### config.mk
export PLATFORM = sky130hd
export DESIGN_NAME = smj_hand_gen
export DESIGN_NICKNAME = d
export VERILOG_FILES = /design/src/rtl/smj_pkg.sv /design/src/rtl/smj_hand_build.sv /design/src/rtl/smj_hand_gen.sv
export SDC_FILE = /design/constraint.sdc
export NUM_CORES = 1
export LEC_CHECK = 0
export BUFFER_PORTS_ARGS = -buffer_cell sky130_fd_sc_hd__clkbuf_2
export CORE_MARGIN = 2
export CORE_UTILIZATION = 62
export CTS_BUF_LIST = sky130_fd_sc_hd__clkbuf_4
export DETAILED_ROUTE_END_ITERATION = 6
export GPL_ROUTABILITY_DRIVEN = 0
export PLACE_DENSITY = 0.88
export RECOVER_POWER = 100
export SLEW_MARGIN = 25
export SYNTH_ARGS = -nofsm -noshare
export SYNTH_HDL_FRONTEND = slang
export SYNTH_SLANG_ARGS = --single-unit
### constraint.sdc
create_clock -name clk -period 8.2 [get_ports clk]
set_clock_uncertainty 0.05 [all_clocks]
set_input_delay 0.41 -clock clk [delete_from_list [all_inputs] [get_ports clk]]
set_output_delay 0.41 -clock clk [all_outputs]
set_load 0.02 [all_outputs]
### src/rtl/smj_pkg.sv
// Shared types, class codes and helpers for the SMJ test-hand dealer.
package smj_pkg;

  // One tile: suit 00 = honor (rank 0-6), suits 01/10/11 = numbers (rank 0-8).
  typedef struct packed {
    logic [1:0] suit;
    logic [3:0] rank;
  } tile_t;

  // Five-tile hand, element 0 is the first tile built.
  typedef tile_t [4:0] hand_t;

  localparam logic [1:0] SMJ_NOWIN   = 2'b00;
  localparam logic [1:0] SMJ_INVALID = 2'b01;
  localparam logic [1:0] SMJ_SEQPAIR = 2'b10;
  localparam logic [1:0] SMJ_TRIPAIR = 2'b11;

  localparam logic [1:0] SUIT_HONOR     = 2'b00;
  localparam logic [3:0] RANK_MAX_HONOR = 4'd6;
  localparam logic [3:0] RANK_MAX_NUM   = 4'd8;

  // 16-bit Fibonacci LFSR, taps 16/14/13/11, shifting left.
  function automatic logic [15:0] lfsr_step(input logic [15:0] l);
    return {l[14:0], l[15] ^ l[13] ^ l[12] ^ l[10]};
  endfunction

  // Fold a raw 4-bit rank into the legal range of the given suit.
  function automatic logic [3:0] rank_mod(input logic [1:0] suit, input logic [3:0] rank);
    if (suit == SUIT_HONOR) return rank % (RANK_MAX_HONOR + 4'd1);
    else                    return rank % (RANK_MAX_NUM + 4'd1);
  endfunction

  // (a + d) mod 9 without overflowing 4 bits.
  function automatic logic [3:0] add_mod9(input logic [3:0] a, input logic [3:0] d);
    logic [4:0] s;
    s = {1'b0, a} + {1'b0, d};
    s = s % 5'd9;
    return s[3:0];
  endfunction

  function automatic tile_t mk_tile(input logic [1:0] suit, input logic [3:0] rank);
    tile_t t;
    t.suit = suit;
    t.rank = rank;
    return t;
  endfunction

endpackage

### src/rtl/smj_hand_build.sv
// Combinational hand constructor: (class, stepped LFSR) -> five tiles plus emit rotation.
module smj_hand_build
  import smj_pkg::*;
(
  input  logic [1:0]  hand_class,
  input  logic [15:0] lfsr,
  output hand_t       hand,
  output logic [2:0]  rot
);

  logic [1:0] sa, sp, s_num;
  logic [3:0] ra, rb, seq_r, nw_b;
  logic       flav;
  tile_t      trip, pair_raw, pair;

  assign sa   = lfsr[1:0];
  assign ra   = lfsr[5:2];
  assign rb   = lfsr[9:6];
  assign flav = lfsr[13];
  assign sp   = lfsr[15:14];

  // Sequences and no-win runs need a number suit; honors are remapped to suit 01.
  assign s_num    = (sa == SUIT_HONOR) ? 2'b01 : sa;
  assign seq_r    = ra % 4'd7;
  assign nw_b     = ra % 4'd9;
  assign trip     = mk_tile(sa, rank_mod(sa, ra));
  assign pair_raw = mk_tile(sp, rank_mod(sp, rb));
  assign rot      = (lfsr[12:10] >= 3'd5) ? (lfsr[12:10] - 3'd5) : lfsr[12:10];

  // Build the hand for the requested class, nudging the pair off any colliding tile.
  always_comb begin
    // NOTE: every output of this block gets a default first so no path can infer a latch.
    hand = '0;
    pair = pair_raw;
    case (hand_class)
      SMJ_TRIPAIR: begin
        if (pair == trip) pair.rank = rank_mod(sp, pair.rank + 4'd1);
        hand[0] = trip;
        hand[1] = trip;
        hand[2] = trip;
        hand[3] = pair;
        hand[4] = pair;
      end
      SMJ_SEQPAIR: begin
        for (int i = 0; i < 3; i++) hand[i] = mk_tile(s_num, seq_r + 4'(i));
        if (pair == hand[0] || pair == hand[1] || pair == hand[2])
          pair = mk_tile(s_num, add_mod9(seq_r, 4'd3));
        hand[3] = pair;
        hand[4] = pair;
      end
      SMJ_NOWIN: begin
        for (int i = 0; i < 5; i++) hand[i] = mk_tile(s_num, add_mod9(nw_b, 4'(2 * i)));
      end
      default: begin
        if (!flav) begin
          for (int i = 0; i < 5; i++) hand[i] = mk_tile(s_num, add_mod9(nw_b, 4'(2 * i)));
          hand[0] = mk_tile(sa, 4'hF);
        end else begin
          for (int i = 0; i < 5; i++) hand[i] = trip;
        end
      end
    endcase
  end

endmodule

### src/rtl/smj_hand_gen.sv
// SMJ test-hand dealer: accepts a requested class and streams a matching 5-tile hand.
module smj_hand_gen
  import smj_pkg::*;
#(
  parameter logic [15:0] LFSR_RST = 16'hACE1
) (
  input  logic        clk,
  input  logic        rst,
  input  logic        seed_load,
  input  logic [15:0] seed,
  input  logic        req_valid,
  input  logic [1:0]  req_class,
  output logic        req_ready,
  output logic        tile_valid,
  input  logic        tile_ready,
  output logic [5:0]  tile_data,
  output logic        tile_last,
  output logic [1:0]  tile_class
);

  localparam logic [1:0] ST_IDLE  = 2'd0;
  localparam logic [1:0] ST_BUILD = 2'd1;
  localparam logic [1:0] ST_EMIT  = 2'd2;

  logic [1:0]  state;
  logic [15:0] lfsr;
  logic [1:0]  class_q;
  hand_t       hand_q, hand_d;
  logic [2:0]  rot_q, rot_d;
  logic [2:0]  k_q;
  logic [3:0]  pos_sum;
  logic [2:0]  idx;

  smj_hand_build u_build (
    .hand_class (class_q),
    .lfsr       (lfsr),
    .hand       (hand_d),
    .rot        (rot_d)
  );

  // Emission slot (rot + k) mod 5; both terms are at most 4.
  assign pos_sum = {1'b0, rot_q} + {1'b0, k_q};
  assign idx     = (pos_sum >= 4'd5) ? 3'(pos_sum - 4'd5) : pos_sum[2:0];

  assign req_ready  = ~rst & (state == ST_IDLE) & ~seed_load;
  assign tile_valid = (state == ST_EMIT);
  assign tile_last  = tile_valid & (k_q == 3'd4);
  assign tile_data  = hand_q[idx];
  assign tile_class = class_q;

  // FSM, LFSR, hand buffer and emit counter.
  always_ff @(posedge clk) begin
    if (rst) begin
      // NOTE: sequential state uses non-blocking assignments so all registers update together.
      state   <= ST_IDLE;
      lfsr    <= LFSR_RST;
      class_q <= SMJ_NOWIN;
      // NOTE: the five-entry hand buffer is reset so tile_data reads zero out of reset.
      hand_q  <= '0;
      rot_q   <= '0;
      k_q     <= '0;
    end else begin
      case (state)
        ST_IDLE: begin
          if (seed_load) begin
            lfsr <= (seed == 16'h0000) ? 16'h0001 : seed;
          end else if (req_valid) begin
            lfsr    <= lfsr_step(lfsr);
            class_q <= req_class;
            state   <= ST_BUILD;
          end
        end
        ST_BUILD: begin
          hand_q <= hand_d;
          rot_q  <= rot_d;
          k_q    <= '0;
          state  <= ST_EMIT;
        end
        ST_EMIT: begin
          if (tile_ready) begin
            if (k_q == 3'd4) begin
              k_q   <= '0;
              state <= ST_IDLE;
            end else begin
              k_q <= k_q + 3'd1;
            end
          end
        end
        default: state <= ST_IDLE;
      endcase
    end
  end

endmodule

---- After elaboration in Yosys (flattened, before gate mapping) ----
Index checks and enable logic that the tools add are counted.
word-level totals
  flip-flop bits (word level) ............. 56
  logic and storage cells ................. 99
  output and inout port bits .............. 11
cells by class
  add/subtract/negate cells ............... 12
  eq/ne operators ......................... 13
  div/mod/pow operators ................... 12
  reductions and logical operators ........ 13
  bitwise gates (word level) .............. 8
  multiplexer cells ....................... 23
  $lt $le $gt $ge ......................... 3
operators with widths
  cell                 number
  $pmux 30 s3          1
  $mux 16              3
  $mux 30              1
  $mod 5x4->5 const B  5
  $eq 6x6->1           4
  $bmux 6 s3           1
  $logic_not 16->1     1
  $mux 4               4
  $mod 4x3->4 const B  3
  $mod 4x4->4 const B  3
  $mux 3               4
  $mux 6               2
  $add 4x2->5 const B  2
  $add 4x3->5 const B  2
  $mux 2               5
  $add 4x1->4 const B  2
  $logic_not 2->1      4
  $eq 2x2->1 const B   3
  $pmux 2 s3           1
  $pmux 3 s2           1
  $sub 3x3->3 const B  2
  $add 4x4->5 const B  1
  $mod 4x4->5 const B  1
  $add 3x3->4          1
  17 further kinds     27

---- Longest topological paths before layout ----
Gate-level depths: netlist of the first run.
  word-level depth ........................ 7
  mapped depth ............................ 33
  depth with buffers taken out ............ 30

---- By module ----
A second synthesis of the first run with hierarchy kept.
unflattened totals
  cell total of the unflattened synthesis .. 869
  area total of the unflattened synthesis .. 6,541.3 µm²
by module, submodules not included
  module          times used  area each (µm²)  cells each  seq. area each (µm²)
  smj_hand_build  1           3,844.9          545         0.0
  smj_hand_gen    1           2,696.3          324         1,121.1

---- Worst setup path before layout of the first run ----
Ideal clock, no wire load.
  path type ............................... register to register
  start point ............................. register lfsr[15]
  end point ............................... register hand_q[24] (netlist bit)
  required time ........................... 8.062 ns
  cell stages (with the launch flop) ...... 32
  data arrival time ....................... 7.121 ns
  setup slack ............................. 0.941 ns
  cells stage by stage .................... dfxtp_1 > buf_2 > or2_1 > buf_2 > ha_1 > ha_1 > o21a_1 > o31ai_2 > a22oi_1 > a21oi_1 > ha_1 > nor2_1 > a221oi_2 > nor3_1 > a21boi_1 > inv_1 > ha_1 > inv_1 > a211oi_1 > a211o_1 > ha_1 > a221o_1 > o21ai_2 > a21boi_0 > o22ai_1 > ha_1 > inv_1 > o31ai_1 > a211oi_2 > xnor2_1 > a211o_1 > a311oi_2
between the ends
  cells in the longest elaborated chain, start to end .. 7
  elaborated cells between the ends (all ways) .. 15
  classes of those cells .................. 1 x add/sub; 2 x div; 4 x eq/ne; 5 x mux; 3 x reduce/logical
RTL lines
  element                                     line                                        source
  from (decl)                                 smj_hand_gen.sv:26                          logic [15:0] lfsr;
  from (signal assigned)                      smj_hand_gen.sv:66                          lfsr <= (seed == 16'h0000) ? 16'h0001 : seed;
  from (signal assigned)                      smj_hand_gen.sv:68                          lfsr <= lfsr_step(lfsr);
  $logic_not 2->1                             smj_pkg.sv:29                               if (suit == SUIT_HONOR) return rank % (RANK_MAX_HONOR + 4'd1);
  $mux 4                                      smj_pkg.sv:29
  $add 4x1->4 or $eq 6x6->1 (tied branches)   smj_hand_build.sv:37, smj_hand_build.sv:46
  $mod 4x4->4, or another cell as far along   smj_pkg.sv:30                               else return rank % (RANK_MAX_NUM + 4'd1);
  $mux 4 or $logic_or 1x1->1 (tied branches)  smj_pkg.sv:29, smj_hand_build.sv:46
  $mux 4 or $mux 6 (tied branches)            smj_hand_build.sv:37, smj_hand_build.sv:46
  $pmux 30 s3 *                               smj_hand_build.sv:35                        case (hand_class)
  to (signal assigned)                        smj_hand_gen.sv:74                          hand_q <= hand_d;
  to (decl)                                   smj_hand_gen.sv:28                          hand_t hand_q, hand_d;
Every way passes the cells marked *; elsewhere a longest branch is shown, timed or not.
A chain may end at the register's enable or synchronous reset.

---- Worst setup path after layout of the first run ----
Ends and elaborated chain as after synthesis.

==> results of run 1 <==
==> power groups by stage <==
| stage | combinational [mW] | sequential (mW) | clock, mW |
|---|---|---|---|
| 2_1_floorplan | 0.829 | 0.288 | 0 |
| 3_3_place_gp | 1.00 | 0.306 | 0 |
| 3_5_place_dp | 1.02 | 0.307 | 0 |
| 4_1_cts | 1.03 | 0.302 | 0.124 |
| 5_1_grt | 1.16 | 0.306 | 0.134 |
| 6_report | 1.05 | 0.303 | 0.122 |
==> stage by stage <==
step | hold slack (ns) | total power [mW] | instance area (µm²) | setup WS, ns
floorplan | 0.386 | 1.12 | 6470 | 0.941
global placement | 0.398 | 1.31 | 6660 | 0.640
detailed placement | 0.412 | 1.33 | 6660 | 0.359
CTS | 0.216 | 1.45 | 6720 | 0.309
global route | 0.244 | 1.60 | 6710 | 0.0411
finish | 0.232 | 1.48 | 6710 | 0.457
==> final cells by class <==
cell class                      instances  area [µm²]
Sequential cell                        52        1040
Tap cell                              136         170
Clock inverter                          3        21.3
Inverter                               46         173
Multi-Input combinational cell        726        5060
Clock buffer                            5        37.5
Fill cell                             902        3520
Timing Repair Buffer                   41         201
==> worst min path at each step <==
stage                     slack (ns)  depth (start not counted)                          to               startpoint
after floorplan                 0.39                          2     hand_q[11]$_SDFFE_PP0P_  hand_q[11]$_SDFFE_PP0P_
after global placement          0.40                          2     hand_q[11]$_SDFFE_PP0P_  hand_q[11]$_SDFFE_PP0P_
after detailed placement        0.41                          2      hand_q[5]$_SDFFE_PP0P_   hand_q[5]$_SDFFE_PP0P_
after CTS                       0.22                          3  tile_class[1]$_SDFFE_PP0P_             req_class[1]
after global routing            0.24                          3  tile_class[0]$_SDFFE_PP0P_             req_class[0]
final                           0.23                          3  tile_class[1]$_SDFFE_PP0P_             req_class[1]
==> cell families (layout without fill, tap and decap cells) <==
logic type / Yosys count / count (layout)
and+or+nand+nor: 302 / 302
AOI/OAI and AO/OA: 280 / 280
muxes: 41 / 41
adders and majority gates: 60 / 60
buffers and inverters: 97 / 95
xor gates and xnor gates: 43 / 43
DFF: 52 / 52
==> tightest hold or removal path: cells and delay by family <==
kind / cells / cell delay (ns)
buffers and inverters: 1 / 0.09
multiplexers: 1 / 0.06
AND/OR/NAND/NOR: 1 / 0.07
==> Yosys cell counts (all sizes together) (11+ instances only) <==
cell / instances / share of area, %
o211ai: 14 / 1.6
xnor2: 31 / 4.2
a211o: 15 / 2.0
a22o: 11 / 1.5
nor2b: 20 / 1.9
nand3: 30 / 2.3
xor2: 12 / 1.6
clkbuf: 39 / 2.3
a211oi: 32 / 3.9
nand2: 57 / 3.3
nor3: 26 / 2.0
a21oi: 60 / 4.9
dfxtp: 52 / 16
inv: 43 / 2.5
ha: 58 / 11
buf: 12 / 0.95
o21ai: 55 / 4.3
mux2i: 31 / 4.8
nor2: 107 / 6.3
==> routing by layer <==
metal,vias to the layer above,wire (µm)
met2,334,8110
met5,-,0
li1,3235,-
met1,3166,7500
met4,0,559
met3,54,1550
==> registers in the layout (all words and copies together), names as in the netlist <==
| signal | cells |
|---|---|
| tile_class | 2 |
| k_q | 3 |
| hand_q | 26 |
| state | 2 |
| lfsr | 16 |
| rot_q | 3 |
==> timing repair <==
| item | in CTS | in global routing |
|---|---|---|
| hold buffers | 0 | 0 |
| endpoints found under the setup margin | 0 | 8 |
| resized for setup | 0 | 4 |
==> out/metrics.json, run 1 <==
{
  "outcome": {
    "run_status": "finished, violations left",
    "failed_checks": "max-capacitance violations, max-slew violations"
  },
  "placed_design": {
    "dp_cells": 1001,
    "buffer_ports.inserted": 33,
    "post-dp-hpwl_um": 13300
  },
  "setup_path": {
    "reg2reg_from": "lfsr[15]$_SDFFE_PP1P_",
    "start_kind": "flip-flop",
    "critical_path.startpoint": "lfsr[15]$_SDFFE_PP1P_",
    "critical_path.slowest_cell": "a221oi_2",
    "worst_r2r_endpoint": "hand_q[24]$_SDFFE_PP0P_",
    "cp_top_family": "compound AO/OA/AOI/OAI gates",
    "cp_num_buf_inv": 3,
    "setup.worst_path.class": "flip-flop to flip-flop",
    "worst_r2r_path_depth": 29,
    "kind_of_end_point_of_the_critical_path": "flip-flop",
    "critPathArrivalTime_ns": 7.97,
    "worst_path_most_repeated_cell": "ha_1",
    "worst-path-stages": 29,
    "path_max_fanout": 9,
    "required_ns": 8.42,
    "rrSetupSlack_ns": 0.46,
    "cp-endpoint": "hand_q[24]$_SDFFE_PP0P_",
    "crit_path_max_incr_delay_ns": 0.46
  },
  "pwr": {
    "power.share.sequential_pct": 20.5,
    "p_leak_nw": 2.72,
    "internal_power_uw": 712,
    "power_density_mw_per_mm2": 220,
    "combinationalPowerShare_pct": 71.2,
    "switching_share_pct": 51.8,
    "clock_power_share_pct": 8.3,
    "worst_ir_drop_vdd_uv": 117,
    "netsw_uw": 767
  },
  "yosys": {
    "number_of_warnings_reported_in_the_yosys_synthesis_log": 0,
    "syn_inst": 875,
    "synth_async_sr_flop_share_pct": 0,
    "ys.flop_type": "dfxtp_1",
    "sequential_to_total_area_share_from_yosys_stat_pct": 16.1,
    "yosys.cell_types.count": 82,
    "synthSimpleGateAreaFrac_pct": 22.6,
    "synth-adder-area-share_pct": 11.8,
    "synth_compound_area_share_pct": 31.2,
    "netlist_area_before_placement_mm2": 0.00647,
    "ys_ff_latch": 52,
    "yosys.area_share.xor_xnor_pct": 5.82,
    "yosys-mux-area-fraction_pct": 6.54,
    "largest_family_of_logic_cells_by_synthesized_area": "compound AO/OA/AOI/OAI gates",
    "postSynthNetCount": 958,
    "synth_enable_flop_cells": 0,
    "syn_avg_cell_area_um2": 7.40
  },
  "sta": {
    "post-route-period-util_pct": 94.4,
    "slew_headroom_pct": -8.74,
    "timing.final.hold_violations": 0,
    "max_freq_mhz": 129,
    "tightest_slew_ns": 1.63,
    "finalSetupViolCount": 0,
    "setup_repair_after_global_routing_missed_its_margin": "false",
    "fin_setup_tns_ns": 0,
    "finalCriticalPeriod_ns": 7.74,
    "final-max-slew-violation-count": 39
  },
  "route": {
    "drt-total-wl_um": 17700,
    "dr.pass1.iters": 6,
    "route.vias.total": 6789,
    "drt_iter0_markers": 704,
    "avgRoutedWirePerCell_um": 17.6,
    "drc": 0,
    "antenna_left": 0,
    "viasPerCell": 6.73
  },
  "global_routing": {
    "total_global_route_track_usage_pct": 30.5,
    "global_route.peak_usage_layer": "met2",
    "groute.layer.met2.usage_pct": 50.3,
    "gr-usage-met3_pct": 6.13,
    "grt_max_degree": 53,
    "global_route_wire_length_before_repair_um": 28600,
    "grt.overflow.total": 0,
    "initial_antenna_violation_count": 0,
    "first_global_vias": 5996,
    "groute.layer.met1.usage_pct": 39.6
  },
  "cells_and_area": {
    "drive_above_1_share_pct": 8.36,
    "fin_util_pct": 65.6,
    "area.growth.synth_to_final_pct": 3.65,
    "post_layout_nonfiller_instances": 1009,
    "mostFrequentLayoutCell": "nor2_1",
    "antennaDiodeCount": 0,
    "nNetsFinal": 955,
    "layout_common_cells": "nor2_1 (106), a21oi_1 (58), ha_1 (58)"
  },
  "worst_hold_path": {
    "hold_class": "primary input to flip-flop"
  },
  "clocking": {
    "clock_pin_slew_of_the_registers_on_the_worst_case_setup_and_hold_paths_ns": 0.16,
    "clk-insertion-delay-late_ns": 0.37,
    "cts_buffers": 5,
    "cts.path.max_buffers": 2,
    "clock_sinks": 52,
    "postCtsSetupRepairBufs": 0,
    "htree_levels": 2,
    "cts_root_buffer": "clkbuf_4",
    "clock_tree_from_tritoncts": "built"
  },
  "floorplan": {
    "dieWidth_um": 106,
    "core.rowCount": 37,
    "io_pins": 34,
    "floorplan.die.height_um": 106,
    "coreArea_mm2": 0.0102,
    "initial_utilization_pct": 63.3,
    "dieArea_mm2": 0.0113
  },
  "run": {
    "maxCapViolCount": 1
  }
}
Power figures use the tool's default switching activity.
==> run 2, diff against run 1 <==
--- a/config.mk
+++ b/config.mk
@@ -6,13 +6,13 @@
 export NUM_CORES = 1
 export LEC_CHECK = 0
 export BUFFER_PORTS_ARGS = -buffer_cell sky130_fd_sc_hd__clkbuf_2
+export CAP_MARGIN = 5
 export CORE_MARGIN = 2
 export CORE_UTILIZATION = 62
 export CTS_BUF_LIST = sky130_fd_sc_hd__clkbuf_4
 export DETAILED_ROUTE_END_ITERATION = 6
 export GPL_ROUTABILITY_DRIVEN = 0
 export PLACE_DENSITY = 0.88
-export RECOVER_POWER = 100
 export SLEW_MARGIN = 25
 export SYNTH_ARGS = -nofsm -noshare
 export SYNTH_HDL_FRONTEND = slang
==> run 2 against run 1 <==
The run ends with design-rule violations left. Sequential power about the same. First-iteration DRC count up 1.1%. Critical path depth unchanged. Largest cell class unchanged. Die area unchanged. Combinational power about the same. Critical path type unchanged. Via count down 0.44%. Hold slack worse by 0.011 ns.
==> out/metrics.json, run 2 (synthesis results as in run 1) <==
{
  "setup_path": {
    "rrSetupSlack": {"value": 0.47, "unit": "ns", "change": "+0.02 ns"},
    "cp-endpoint": "hand_q[24]$_SDFFE_PP0P_",
    "start_kind": "flip-flop",
    "crit_path_max_incr_delay": {"value": 0.55, "unit": "ns", "change": "+0.09 ns"},
    "required": {"value": 8.44, "unit": "ns", "change": "+0.02 ns"},
    "critical_path.slowest_cell": "or4_1",
    "worst_path_most_repeated_cell": "ha_1",
    "kind_of_end_point_of_the_critical_path": "flip-flop",
    "reg2reg_from": "lfsr[15]$_SDFFE_PP1P_",
    "worst_r2r_endpoint": "hand_q[24]$_SDFFE_PP0P_",
    "path_max_fanout": {"value": 15, "change": "+6"},
    "critPathArrivalTime": {"value": 7.97, "unit": "ns", "change": "about the same"},
    "worst_r2r_path_depth": {"value": 29, "change": "unchanged"},
    "setup.worst_path.class": "flip-flop to flip-flop",
    "critical_path.startpoint": "lfsr[15]$_SDFFE_PP1P_"
  },
  "pwr": {
    "total_power": {"value": 1.48, "unit": "mW", "change": "+0.25%"},
    "p_leak": {"value": 2.77, "unit": "nW", "change": "+2.1%"},
    "power_density": {"value": 220, "unit": "mW/mm²", "change": "-0.40%"},
    "worst_ir_drop_vdd": {"value": 117, "unit": "µV", "change": "+0.32%"}
  },
  "cells_and_area": {
    "fin_util": {"value": 66.0, "unit": "%", "change": "+0.43 points"},
    "regMostFlops": "hand_q",
    "fill_cells": {"value": 890, "change": "-1.3%"},
    "largest_registers": "hand_q x26, lfsr x16",
    "area.growth.synth_to_final_pct": 4.33,
    "post_layout_nonfiller_instances": {"value": 1009, "change": "unchanged"},
    "layout_common_cells": "nor2_1 (105), a21oi_1 (58), ha_1 (58)",
    "mostFrequentLayoutCell": "nor2_1",
    "drive_above_1_share": {"value": 10.2, "unit": "%", "change": "+1.8 points"},
    "nNetsFinal": {"value": 955, "change": "unchanged"},
    "largest_register_ffs": {"value": 26, "change": "unchanged"},
    "antennaDiodeCount": {"value": 0, "change": "unchanged"}
  },
  "placed_design": {
    "post-dp-hpwl": {"value": 13300, "unit": "µm", "change": "unchanged"},
    "buffer_ports.inserted": {"value": 33, "change": "unchanged"},
    "dp_cells": {"value": 1001, "change": "unchanged"}
  },
  "route": {
    "dr.pass1.iters": {"value": 7, "change": "+1"},
    "avgRoutedWirePerCell": {"value": 17.5, "unit": "µm", "change": "-0.55%"},
    "drt_iter0_markers": {"value": 712, "change": "+1.1%"},
    "route.vias.total": {"value": 6759, "change": "-0.44%"},
    "drc": {"value": 3, "change": "+3"},
    "drt-total-wl": {"value": 17600, "unit": "µm", "change": "-0.55%"},
    "viasPerCell": {"value": 6.70, "change": "-0.44%"},
    "antenna_left": {"value": 0, "change": "unchanged"}
  },
  "sta": {
    "finalSetupViolCount": {"value": 0, "change": "unchanged"},
    "finalCriticalPeriod": {"value": 7.73, "unit": "ns", "change": "-0.0151 ns"},
    "max_freq": {"value": 129, "unit": "MHz", "change": "+0.20%"},
    "final-max-slew-violation-count": {"value": 0, "change": "-100%"},
    "tightest_slew": {"value": 0.992, "unit": "ns", "change": "-0.639 ns"},
    "post-route-period-util": {"value": 94.2, "unit": "%", "change": "-0.18 points"},
    "timing.final.hold_violations": {"value": 0, "change": "unchanged"},
    "holdWs": {"value": 0.221, "unit": "ns", "change": "-0.0110 ns"},
    "fin_setup_tns": {"value": 0, "unit": "ns", "change": "unchanged"},
    "slew_headroom": {"value": 33.9, "unit": "%", "change": "+43 points"},
    "setup_repair_after_global_routing_missed_its_margin": "false"
  },
  "global_routing": {
    "grt_max_degree": {"value": 53, "change": "unchanged"},
    "first_global_vias": {"value": 5996, "change": "unchanged"},
    "grt.overflow.total": {"value": 0, "change": "unchanged"},
    "initial_antenna_violation_count": {"value": 0, "change": "unchanged"},
    "global_route_wire_length_before_repair": {"value": 28600, "unit": "µm", "change": "unchanged"},
    "total_global_route_track_usage": {"value": 30.5, "unit": "%", "change": "unchanged"}
  },
  "floorplan": {
    "dieWidth": {"value": 106, "unit": "µm", "change": "unchanged"},
    "coreArea": {"value": 0.0102, "unit": "mm²", "change": "unchanged"},
    "io_pins": {"value": 34, "change": "unchanged"},
    "dieArea": {"value": 0.0113, "unit": "mm²", "change": "unchanged"},
    "floorplan.die.height": {"value": 106, "unit": "µm", "change": "unchanged"},
    "initial_utilization": {"value": 63.3, "unit": "%", "change": "unchanged"},
    "core.rowCount": {"value": 37, "change": "unchanged"}
  },
  "outcome": {
    "failed_checks": "design-rule violations",
    "run_status": "finished, violations left"
  },
  "clocking": {
    "postCtsHoldBufs": {"value": 0, "change": "unchanged"},
    "htree_levels": {"value": 2, "change": "unchanged"},
    "clock_tree_from_tritoncts": "built",
    "clock_pin_slew_of_the_registers_on_the_worst_case_setup_and_hold_paths": {"value": 0.16, "unit": "ns", "change": "about the same"},
    "cts_root_buffer": "clkbuf_4",
    "clk-insertion-delay-late": {"value": 0.37, "unit": "ns", "change": "about the same"},
    "clock_sinks": {"value": 52, "change": "unchanged"},
    "cts.path.max_buffers": {"value": 2, "change": "unchanged"},
    "cts_buffers": {"value": 5, "change": "unchanged"}
  },
  "worst_hold_path": {
    "hold_class": "primary input to flip-flop"
  },
  "run": {
    "maxCapViolCount": {"value": 0, "change": "-1"}
  }
}
## run 2: area by class of cell
type | count | area, µm² | share of cell area, %
clock buffers | 5 | 37.5 | 0.556
clock inverters | 3 | 21.3 | 0.315
inverters | 46 | 173 | 2.56
multi-input cells | 726 | 5080 | 75.3
flip-flops and latches | 52 | 1040 | 15.4
well taps | 136 | 170 | 2.52
repair buffers | 41 | 225 | 3.34
## run 2: report_power, final
group | total (mW) | internal, mW | switching [mW]
Combinational | 1.06 | 0.410 | 0.646
Sequential | 0.303 | 0.271 | 0.0322
Clock | 0.123 | 0.0342 | 0.0890
Total | 1.48 | 0.715 | 0.768
## run 2: per-stage QoR
| stage | setup WS [ns] | instance area, µm² |
|---|---|---|
| after global placement | 0.640 | 6660 |
| after floorplan | 0.941 | 6470 |
| after CTS | 0.309 | 6720 |
| after detailed placement | 0.359 | 6660 |
| final | 0.472 | 6750 |
| after global routing | 0.0507 | 6750 |
## run 2: routing by layer
layer / vias to the layer above / track usage (%) / wire [µm]
met1: 3142 / 39.6 / 7510
met2: 325 / 50.3 / 8010
met4: 0 / 10.7 / 585
met3: 57 / 6.13 / 1510
li1: 3235 / - / -
met5: - / 0.476 / 0
## run 2: critical path: cells and delay by family, from the launching register on
kind            cells  cell delay, ns
flops               1            0.42
xor+xnor            1            0.15
buf+inv             4            0.67
fa+ha+maj           5            1.48
simple gates        5            1.61
compound gates     14            3.26
## run 2: worst min-delay path by stage
| stage | cells after the start | to | start | slack, ns |
|---|---|---|---|---|
| 2_1_floorplan | 2 | hand_q[11]$_SDFFE_PP0P_ | hand_q[11]$_SDFFE_PP0P_ | 0.39 |
| 3_3_place_gp | 2 | hand_q[11]$_SDFFE_PP0P_ | hand_q[11]$_SDFFE_PP0P_ | 0.40 |
| 3_5_place_dp | 2 | hand_q[5]$_SDFFE_PP0P_ | hand_q[5]$_SDFFE_PP0P_ | 0.41 |
| 4_1_cts | 3 | tile_class[1]$_SDFFE_PP0P_ | req_class[1] | 0.22 |
| 5_1_grt | 3 | tile_class[0]$_SDFFE_PP0P_ | req_class[0] | 0.24 |
| 6_report | 3 | tile_class[1]$_SDFFE_PP0P_ | req_class[1] | 0.22 |
## run 2: what timing repair did
action | 4_1_cts | 5_1_grt
setup endpoints to repair | 0 | 8
hold endpoints to repair | 0 | 0
gates resized for setup | 0 | 4
setup buffers | 0 | 0
==> run 3, diff against run 2 <==
--- a/config.mk
+++ b/config.mk
@@ -8,11 +8,11 @@
 export BUFFER_PORTS_ARGS = -buffer_cell sky130_fd_sc_hd__clkbuf_2
 export CAP_MARGIN = 5
 export CORE_MARGIN = 2
-export CORE_UTILIZATION = 62
+export CORE_UTILIZATION = 35
 export CTS_BUF_LIST = sky130_fd_sc_hd__clkbuf_4
 export DETAILED_ROUTE_END_ITERATION = 6
 export GPL_ROUTABILITY_DRIVEN = 0
-export PLACE_DENSITY = 0.88
+export PLACE_DENSITY = 0.58
 export SLEW_MARGIN = 25
 export SYNTH_ARGS = -nofsm -noshare
 export SYNTH_HDL_FRONTEND = slang
==> run 3 against run 2 <==
The flow now finishes without violations. Routed wire length rose by 6.1%. Utilization shrank 28 points. Fmax is 0.48% higher. Highest routed layer unchanged. Non-clock buffer count up 6. Flip-flop and latch count did not move. Global-route usage down 12 points. Sequential share of layout area shrank 0.40 points. Register-to-register slack better by 0.04 ns. First-iteration DRC count decreased by 20%. Via count decreased by 4.3%.
==> out/metrics.json, run 3 (synthesis results as in run 1) <==
{
  "cells_and_area": {
    "mostFrequentLayoutCell": "nor2_1",
    "layout_common_cells": "nor2_1 (105), a21oi_1 (58), ha_1 (58)",
    "largest_registers": "hand_q x26, lfsr x16",
    "regMostFlops": "hand_q",
    "largest_register_ffs": {"value": 26, "change": "unchanged"},
    "nNetsFinal": {"value": 961, "change": "+0.63%"},
    "drive_above_1_share": {"value": 10.6, "unit": "%", "change": "+0.39 points"},
    "area.growth.synth_to_final_pct": 7.08
  },
  "global_routing": {
    "initial_antenna_violation_count": {"value": 0, "change": "unchanged"},
    "first_global_vias": {"value": 5933, "change": "-1.1%"},
    "global_route_wire_length_before_repair": {"value": 30400, "unit": "µm", "change": "+6.1%"},
    "total_global_route_track_usage": {"value": 18.6, "unit": "%", "change": "-12 points"},
    "grt.overflow.total": {"value": 0, "change": "unchanged"},
    "grt_max_degree": {"value": 53, "change": "unchanged"}
  },
  "clocking": {
    "clock_tree_from_tritoncts": "built",
    "clk-insertion-delay-late": {"value": 0.43, "unit": "ns", "change": "+0.06 ns"},
    "cts_root_buffer": "clkbuf_4",
    "htree_levels": {"value": 2, "change": "unchanged"},
    "clock_sinks": {"value": 52, "change": "unchanged"},
    "postCtsSetupRepairBufs": {"value": 0, "change": "unchanged"},
    "cts_buffers": {"value": 5, "change": "unchanged"},
    "clock_pin_slew_of_the_registers_on_the_worst_case_setup_and_hold_paths": {"value": 0.16, "unit": "ns", "change": "about the same"},
    "cts.path.max_buffers": {"value": 2, "change": "unchanged"}
  },
  "setup_path": {
    "worst_path_most_repeated_cell": "ha_1",
    "path_max_fanout": {"value": 15, "change": "unchanged"},
    "critPathArrivalTime": {"value": 8.01, "unit": "ns", "change": "+0.04 ns"},
    "kind_of_end_point_of_the_critical_path": "flip-flop",
    "worst_r2r_path_depth": {"value": 29, "change": "unchanged"},
    "required": {"value": 8.52, "unit": "ns", "change": "+0.08 ns"},
    "rrSetupSlack": {"value": 0.51, "unit": "ns", "change": "+0.04 ns"},
    "worst_r2r_endpoint": "hand_q[24]$_SDFFE_PP0P_",
    "reg2reg_from": "lfsr[15]$_SDFFE_PP1P_",
    "crit_path_max_incr_delay": {"value": 0.55, "unit": "ns", "change": "about the same"},
    "start_kind": "flip-flop",
    "critical_path.slowest_cell": "or4_1",
    "setup.worst_path.class": "flip-flop to flip-flop"
  },
  "route": {
    "drc": {"value": 0, "change": "-3"},
    "dr.pass1.iters": {"value": 6, "change": "-1"},
    "wl_met2": {"value": 8290, "unit": "µm", "change": "+3.6%"},
    "met1_length": {"value": 9010, "unit": "µm", "change": "+20%"},
    "viasPerCell": {"value": 5.83, "change": "-13%"},
    "drt-total-wl": {"value": 18700, "unit": "µm", "change": "+6.1%"},
    "maxUsedRoutingLayer": "met4",
    "route.vias.total": {"value": 6469, "change": "-4.3%"},
    "drt_iter0_markers": {"value": 567, "change": "-20%"},
    "met3_wirelength": {"value": 954, "unit": "µm", "change": "-37%"},
    "antenna_left": {"value": 0, "change": "unchanged"},
    "avgRoutedWirePerCell": {"value": 16.8, "unit": "µm", "change": "-3.5%"}
  },
  "sta": {
    "timing.final.hold_violations": {"value": 0, "change": "unchanged"},
    "post-route-period-util": {"value": 93.8, "unit": "%", "change": "-0.45 points"},
    "final-max-slew-violation-count": {"value": 0, "change": "unchanged"},
    "max_freq": {"value": 130, "unit": "MHz", "change": "+0.48%"},
    "fin_setup_tns": {"value": 0, "unit": "ns", "change": "unchanged"},
    "tightest_slew": {"value": 0.858, "unit": "ns", "change": "-0.134 ns"},
    "slew_headroom": {"value": 42.1, "unit": "%", "change": "+8.2 points"},
    "finalCriticalPeriod": {"value": 7.69, "unit": "ns", "change": "-0.0371 ns"},
    "finalSetupViolCount": {"value": 0, "change": "unchanged"},
    "setup_repair_after_global_routing_missed_its_margin": "false"
  },
  "floorplan": {
    "coreArea": {"value": 0.0180, "unit": "mm²", "change": "+76%"},
    "dieArea": {"value": 0.0196, "unit": "mm²", "change": "+74%"},
    "core.rowCount": {"value": 49, "change": "+32%"},
    "io_pins": {"value": 34, "change": "unchanged"},
    "floorplan.die.height": {"value": 140, "unit": "µm", "change": "+32%"},
    "initial_utilization": {"value": 35.9, "unit": "%", "change": "-27 points"},
    "dieWidth": {"value": 140, "unit": "µm", "change": "+32%"}
  },
  "pwr": {
    "p_leak": {"value": 2.80, "unit": "nW", "change": "+1.1%"},
    "total_power": {"value": 1.53, "unit": "mW", "change": "+2.9%"},
    "power_density": {"value": 220, "unit": "mW/mm²", "change": "+0.27%"},
    "worst_ir_drop_vdd": {"value": 97.6, "unit": "µV", "change": "-17%"}
  },
  "worst_hold_path": {
    "hold_path_startpoint": "req_class[0]",
    "hold_end": "tile_class[0]$_SDFFE_PP0P_",
    "hold_class": "primary input to flip-flop",
    "min_path_cells": {"value": 3, "change": "unchanged"}
  },
  "placed_design": {
    "buffer_ports.inserted": {"value": 33, "change": "unchanged"},
    "post-dp-hpwl": {"value": 14100, "unit": "µm", "change": "+6.3%"}
  },
  "outcome": {
    "run_status": "finished clean"
  },
  "run": {
    "maxCapViolCount": {"value": 0, "change": "unchanged"}
  }
}
## run 3: changes by cell type in the layout (fill, tap and decap cells not counted)
cell | previous run | this run
clkbuf_2 | 32 | 33
xnor2_2 | 1 | 0
a21boi_2 | 1 | 0
a21boi_1 | 1 | 2
buf_4 | 8 | 14
bufinv_16 | 0 | 1
diode_2 | 0 | 1
xnor2_1 | 30 | 31
clkinv_2 | 1 | 0
buf_2 | 1 | 0
## run 3: worst max-delay path by stage
stage                          start                      end  slack [ns]  depth (start not counted)
3_3_place_gp   lfsr[15]$_SDFFE_PP1P_  hand_q[24]$_SDFFE_PP0P_        0.69                         28
5_1_grt        lfsr[15]$_SDFFE_PP1P_  hand_q[24]$_SDFFE_PP0P_        0.04                         29
4_1_cts        lfsr[15]$_SDFFE_PP1P_  hand_q[24]$_SDFFE_PP0P_        0.42                         28
6_report       lfsr[15]$_SDFFE_PP1P_  hand_q[24]$_SDFFE_PP0P_        0.51                         29
3_5_place_dp   lfsr[15]$_SDFFE_PP1P_  hand_q[24]$_SDFFE_PP0P_        0.49                         28
2_1_floorplan  lfsr[15]$_SDFFE_PP1P_  hand_q[24]$_SDFFE_PP0P_        0.94                         31
## run 3: area by class of cell
type,instances,area (µm²)
Sequential cell,52,1040
Timing Repair Buffer,47,270
Inverter,46,173
Tap cell,229,287
Clock buffer,5,37.5
Antenna cell,1,2.50
Clock inverter,3,46.3
Fill cell,1888,11100
Multi-Input combinational cell,726,5070
## run 3: stage by stage
stage	area [µm²]	instances	worst slack [ns]	hold slack, ns	util, %
after floorplan	6470	875	0.941	0.386	-
after global placement	6820	1100	0.686	0.400	37.9
after detailed placement	6820	1100	0.486	0.403	37.9
after CTS	6910	1108	0.425	0.147	38.3
after global routing	6930	1108	0.0354	0.160	38.4
final	6930	1109	0.509	0.151	38.4
## run 3: timing repair
action / 4_1_cts / 5_1_grt
hold buffers: 0 / 0
gates resized for setup: 0 / 3
endpoints found under the setup margin: 0 / 6
## run 3: worst max-delay path: cells and delay by family, from the launching register on
kind | cells | cell delay, ns
compound gates | 14 | 3.28
simple gates | 5 | 1.60
fa+ha+maj | 5 | 1.49
buf+inv | 4 | 0.66
flops | 1 | 0.42
xor+xnor | 1 | 0.16
## run 3: where the power goes
group          leakage (nW)  switching (mW)  total (mW)  internal (mW)
logic                  2.34           0.648        1.06          0.415
registers             0.427          0.0316       0.303          0.271
clock network        0.0418          0.0947       0.160         0.0652
total                  2.80           0.774        1.53          0.751
## run 3: metal layers
metal | vias to the layer above | track usage, %
met5 | - | 0
met4 | 0 | 5.11
met3 | 38 | 2.53
met2 | 164 | 29.7
met1 | 3008 | 26.5
li1 | 3259 | -
